File: src/rtl/instr_cache_set_multi_pkg.sv
// Shared parameters for the instruction cache set.
// Default geometry: 64-byte blocks, 26-bit tags, 4 ways.
package instr_cache_set_multi_pkg;
    localparam int unsigned IC_B        = 64;
    localparam int unsigned IC_TAG_BITS = 26;
    localparam int unsigned IC_E        = 4;
    localparam int unsigned IC_BEAT_W   = 64;
    localparam int unsigned IC_WORD_W   = 32;
endpackage

File: src/rtl/cache_lru_ctrl.sv
// Per-set age tracking and victim selection.
// Age 0 is most recent, E-1 is the victim.
module cache_lru_ctrl
    import instr_cache_set_multi_pkg::*;
#(
    parameter int unsigned E  = IC_E,
    parameter int unsigned AW = $clog2(E)
) (
    input  logic          clk_i,
    input  logic          reset_i,
    input  logic          update_i,
    input  logic [AW-1:0] way_i,
    output logic [AW-1:0] victim_o
);

    logic [AW-1:0] lru_bits [E];

    always_comb begin
        victim_o = '0;
        for (int i = 0; i < int'(E); i++) begin
            if (lru_bits[i] == AW'(E - 1)) begin
                victim_o = AW'(i);
            end
        end
    end

    // Ways younger than the touched way age by one; older ways keep their age.
    always_ff @(posedge clk_i or negedge reset_i) begin
        if (!reset_i) begin
            for (int i = 0; i < int'(E); i++) begin
                lru_bits[i] <= AW'(int'(E) - 1 - i);
            end
        end else if (update_i) begin
            for (int i = 0; i < int'(E); i++) begin
                if (AW'(i) == way_i) begin
                    lru_bits[i] <= '0;
                end else if (lru_bits[i] < lru_bits[way_i]) begin
                    lru_bits[i] <= lru_bits[i] + AW'(1);
                end
            end
        end
    end

endmodule

File: src/rtl/instr_cache_set_multi.sv
// One set of an E-way instruction cache: tag/data/valid storage,
// combinational lookup and beat-wise refill of the LRU victim.
module instr_cache_set_multi
    import instr_cache_set_multi_pkg::*;
#(
    parameter int unsigned B            = IC_B,
    parameter int unsigned num_tag_bits = IC_TAG_BITS,
    parameter int unsigned E            = IC_E
) (
    input  logic                    clk_i,
    input  logic                    reset_i,
    input  logic                    active_set_i,
    input  logic                    ic_repl_grant_i,
    input  logic [$clog2(B)-1:0]    block_i,
    input  logic [num_tag_bits-1:0] tag_i,
    input  logic [IC_BEAT_W-1:0]    rep_word_i,
    output logic [IC_WORD_W-1:0]    data_o,
    output logic                    cache_set_miss_o
);

    localparam int unsigned BEATS = B / 8;
    localparam int unsigned CW    = $clog2(BEATS);
    localparam int unsigned AW    = $clog2(E);
    localparam int unsigned OW    = $clog2(B);
    localparam int unsigned DW    = B * 8;
    localparam int unsigned BW    = $clog2(DW);

    logic [E-1:0]            valid_q;
    logic [num_tag_bits-1:0] tag_q  [E];
    logic [DW-1:0]           data_q [E];
    logic [CW-1:0]           cnt_q, cnt_d;

    logic          hit;
    logic [AW-1:0] hit_way;
    logic [AW-1:0] victim;
    logic [AW-1:0] upd_way;
    logic          fill_en;
    logic          last_beat;
    logic          fill_done;
    logic [BW-1:0] word_base;
    logic [BW-1:0] beat_base;

    always_comb begin
        hit     = 1'b0;
        hit_way = '0;
        for (int i = 0; i < int'(E); i++) begin
            if (active_set_i && valid_q[i] && tag_q[i] == tag_i) begin
                hit     = 1'b1;
                hit_way = AW'(i);
            end
        end
    end

    // Word-aligned read: low two offset bits are dropped.
    assign word_base = {block_i[OW-1:2], 5'b00000};
    assign beat_base = {cnt_q, 6'b000000};

    assign data_o           = hit ? data_q[hit_way][word_base +: IC_WORD_W] : '0;
    assign cache_set_miss_o = ~hit;

    assign fill_en   = active_set_i & ~hit & ic_repl_grant_i;
    assign last_beat = (cnt_q == CW'(BEATS - 1));
    assign fill_done = fill_en & last_beat;
    assign upd_way   = hit ? hit_way : victim;

    always_comb begin
        cnt_d = '0;
        if (fill_en && !last_beat) begin
            cnt_d = cnt_q + CW'(1);
        end
    end

    always_ff @(posedge clk_i or negedge reset_i) begin
        if (!reset_i) begin
            cnt_q   <= '0;
            valid_q <= '0;
        end else begin
            cnt_q <= cnt_d;
            if (fill_done) begin
                valid_q[victim] <= 1'b1;
            end
        end
    end

    always_ff @(posedge clk_i) begin
        if (fill_en) begin
            data_q[victim][beat_base +: IC_BEAT_W] <= rep_word_i;
        end
        if (fill_done) begin
            tag_q[victim] <= tag_i;
        end
    end

    cache_lru_ctrl #(
        .E  (E),
        .AW (AW)
    ) u_lru (
        .clk_i    (clk_i),
        .reset_i  (reset_i),
        .update_i (hit | fill_done),
        .way_i    (upd_way),
        .victim_o (victim)
    );

endmodule

File: config.mk
export PLATFORM = sky130hd
export DESIGN_NAME = instr_cache_set_multi
export DESIGN_NICKNAME = d
export VERILOG_FILES = /design/src/rtl/instr_cache_set_multi_pkg.sv /design/src/rtl/cache_lru_ctrl.sv /design/src/rtl/instr_cache_set_multi.sv
export SDC_FILE = /design/constraint.sdc
export NUM_CORES = 2
export LEC_CHECK = 0
export CAP_MARGIN = 10
export CORE_MARGIN = 4
export CORE_UTILIZATION = 35
export DETAILED_ROUTE_END_ITERATION = 8
export PLACE_DENSITY = 0.5
export REMOVE_ABC_BUFFERS = 1
export SYNTH_ARGS = -nofsm -noshare
export SYNTH_HDL_FRONTEND = slang
export SYNTH_SLANG_ARGS = --single-unit
File: constraint.sdc
create_clock -name clk_i -period 5.3 [get_ports clk_i]
set_input_delay 0.53 -clock clk_i [delete_from_list [all_inputs] [get_ports clk_i]]
set_output_delay 0.53 -clock clk_i [all_outputs]
set_load 0.005 [all_outputs]
==> results.cfg <==
[power]
power_switching_w = 0.00750
p_leak_nw = 38.9
total_power_w = 0.0355
p_per_area_nw_per_um2 = 328
vdd_drop_max_v = 0.000312
pwr-share-clk = 0.449
pwr-share-seq = 0.526
power.internal_w = 0.0280
switching_share = 0.211
p_comb_frac = 0.025

[global_route]
grt_max_degree = 91
grt_pass1_vias = 59700
grt.overflow.total = 0
grt_pass1_wl_mm = 463
groute.usage.overall = 0.244
antenna_found_initial = 30

[detailed_routing]
finalWirelength_mm = 329
drtIter0Drc = 7360
firstDrtPassIters = 6
drc = 0
routedWlPerCell_um = 31.5
num_vias = 60800
antenna_left = 0
via_per_inst = 5.81

[placed_design]
gp_congestion = 0.788
io_buffers = 130
placed_cell_area_um2 = 99600
dp.cells = 9951
place_hpwl_mm = 187

[die]
num_io_pins = 133
die_h_um = 514
coreArea_um2 = 254000
rows = 185
die-area_um2 = 264000
start_util = 0.352
die_width_um = 514

[yosys]
syn_inst = 6463
synth.avg_cell_area_um2 = 13.9
synth_edf_count = 2152
yosys-top-cells-count = edfxtp_1 (2,152), o21ai_0 (813), nand2_1 (535)
synth_seq_cells = 2167
synth_top_cell_area_share = 0.721
yosysMostFrequentCell = edfxtp_1
async_flop_share = 0.00692
ys_types = 56
netlist_area_um2 = 89700
synth.yosys.seq_area_share = 0.725
synth_area_leader_cell = edfxtp_1
netlist_top_cells_area = edfxtp_1 (72%), o21ai_0 (4.5%), a211oi_1 (3.5%)
ys.flop_type = edfxtp_1
ys_warn_count = 0

[timing]
fin_skew_ps = 53.1
grt_setup_unrepaired = yes
max_freq_mhz = 185
slew_violations = 0
hold_viol = 0
period_share = 1.02
timing.final.ws_setup_ps = -108
slew-limit-headroom = 0.201
whs_ps = 203
setup_violations = 3
tightest_slew_ps = 1200
period_minus_slack_ps = 5410

[layout]
final_cells = 10400
design_area_um2 = 108000
synthToLayoutAreaGrowth_pct = 20.8
drive_gt1_frac = 0.146
fill_cells = 23000
seq_area_um2 = 65000
final_core_util = 0.426
nNetsFinal = 6990
multi_input_area_um2 = 23300

[hold_path]
hp-class = primary input to async pin

[clocking]
htreeDepth = 4
worstSkewPairLatency_ps = 890
cts_root_buf = clkbuf_16
cts_tree = yes
cts_buffers = 225
cts_sinks = 2167
clock_path_buffers = 3
clk_pin_slew_ps = 60

[critical_path]
cp_data_arrival_time_ps = 4880
end_kind = output pin
critical_path_class = flop to output pin
start_kind = flop
cp.required_ps = 4770
path_max_fanout = 7

[flow_run]
maxCapViolations = 0

[run_status]
status = finished with violations
violations = setup timing
cell families after synthesis:
| logic type | count (synthesis) | synth area share |
|---|---|---|
| flops | 2167 | 0.725 |
| compound gates | 1920 | 0.136 |
| simple gates | 1607 | 0.0895 |
| buf+inv | 522 | 0.0227 |
| mux | 131 | 0.0146 |
| xor+xnor | 106 | 0.0104 |
| fa+ha+maj | 10 | 0.00140 |
metrics by stage:
step,worst slack (ps),TNS [ps]
after detailed placement,-649,-4490
final,-108,-143
after floorplan,-20990,-
after CTS,-201,-1640
after global routing,-218,-731
after global placement,-651,-4550
power by group through the flow:
stage	combinational (W)	sequential (W)	clock (W)
floorplan	0.000282	0.0190	0
global placement	0.000867	0.0190	0
detailed placement	0.000872	0.0190	0
CTS	0.000883	0.0187	0.0162
global route	0.000927	0.0187	0.0169
finish	0.000893	0.0187	0.0160
path summary, 6_finish.rpt:
path | endpoint | slack [ps] | startpoint | depth (start not counted)
max in group asynchronous | cnt_q[0] | 4450 | reset_i | 1
worst min-delay path | valid_q[1] | 200 | reset_i | 1
worst max-delay path | data_o[27] | -110 | tag_q[3][24] | 15
min in group clk_i | tag_q[1][4] | 300 | tag_i[4] | 1
worst min register to register | valid_q[0] | 470 | valid_q[0] | 1
worst max register to register | data_q[0][95] | 780 | tag_q[3][3] | 16
layout make-up:
cell class              count  share of cell area
clock buffers             267              0.0538
well taps                3366              0.0389
multi-input cells        3774               0.215
diodes                      9            0.000208
repair buffers            699              0.0772
inverters                  13            0.000450
flip-flops and latches   2167               0.600
clock inverters           153              0.0145
critical path: stages (launching register included):
cell	delay (ps)
edfxtp_1	370
xor2_1	160
or4_1	540
or4_4	540
nor4_4	250
buf_4	160
buf_12	170
buf_16	180
buf_4	130
a21oi_1	70
o21ai_1	150
o211ai_1	130
a41o_1	340
o21ai_4	130
buf_6	130
clkdlybuf4s50_1	490
timing repair:
item | CTS | global route
gates cloned | 15 | 0
pin swaps | 33 | 26
gates resized for setup | 129 | 60
hold buffers | 0 | 0
buffers inserted | 44 | 16
setup endpoints to repair | 32 | 20
routing by layer:
metal	up-vias	GRT usage	wire length (um)
met3	561	0.0398	28100
met5	-	0	90
met1	31400	0.343	138000
li1	25800	-	-
met2	2922	0.393	153000
met4	14	0.0670	9710
state kept, by name, indices dropped and copies added, names as in the netlist:
register and count:
valid_q 4, u_lru.lru_bits 8, tag_q 104, cnt_q 3, data_q 2048
cell usage in the layout (no fill, tap or decap), drive strengths merged, types with 108 or more instances in the layout:
cell / synthesis / final
edfxtp: 2152 / 2152
o21ai: 833 / 833
buf: 79 / 566
nand2: 535 / 535
a211oi: 416 / 416
and3: 335 / 335
and2: 315 / 315
nor2: 290 / 290
clkbuf: 430 / 276
a21oi: 193 / 193
mux2i: 131 / 131
clkinv: 0 / 108
Power figures use the tool's default switching activity.
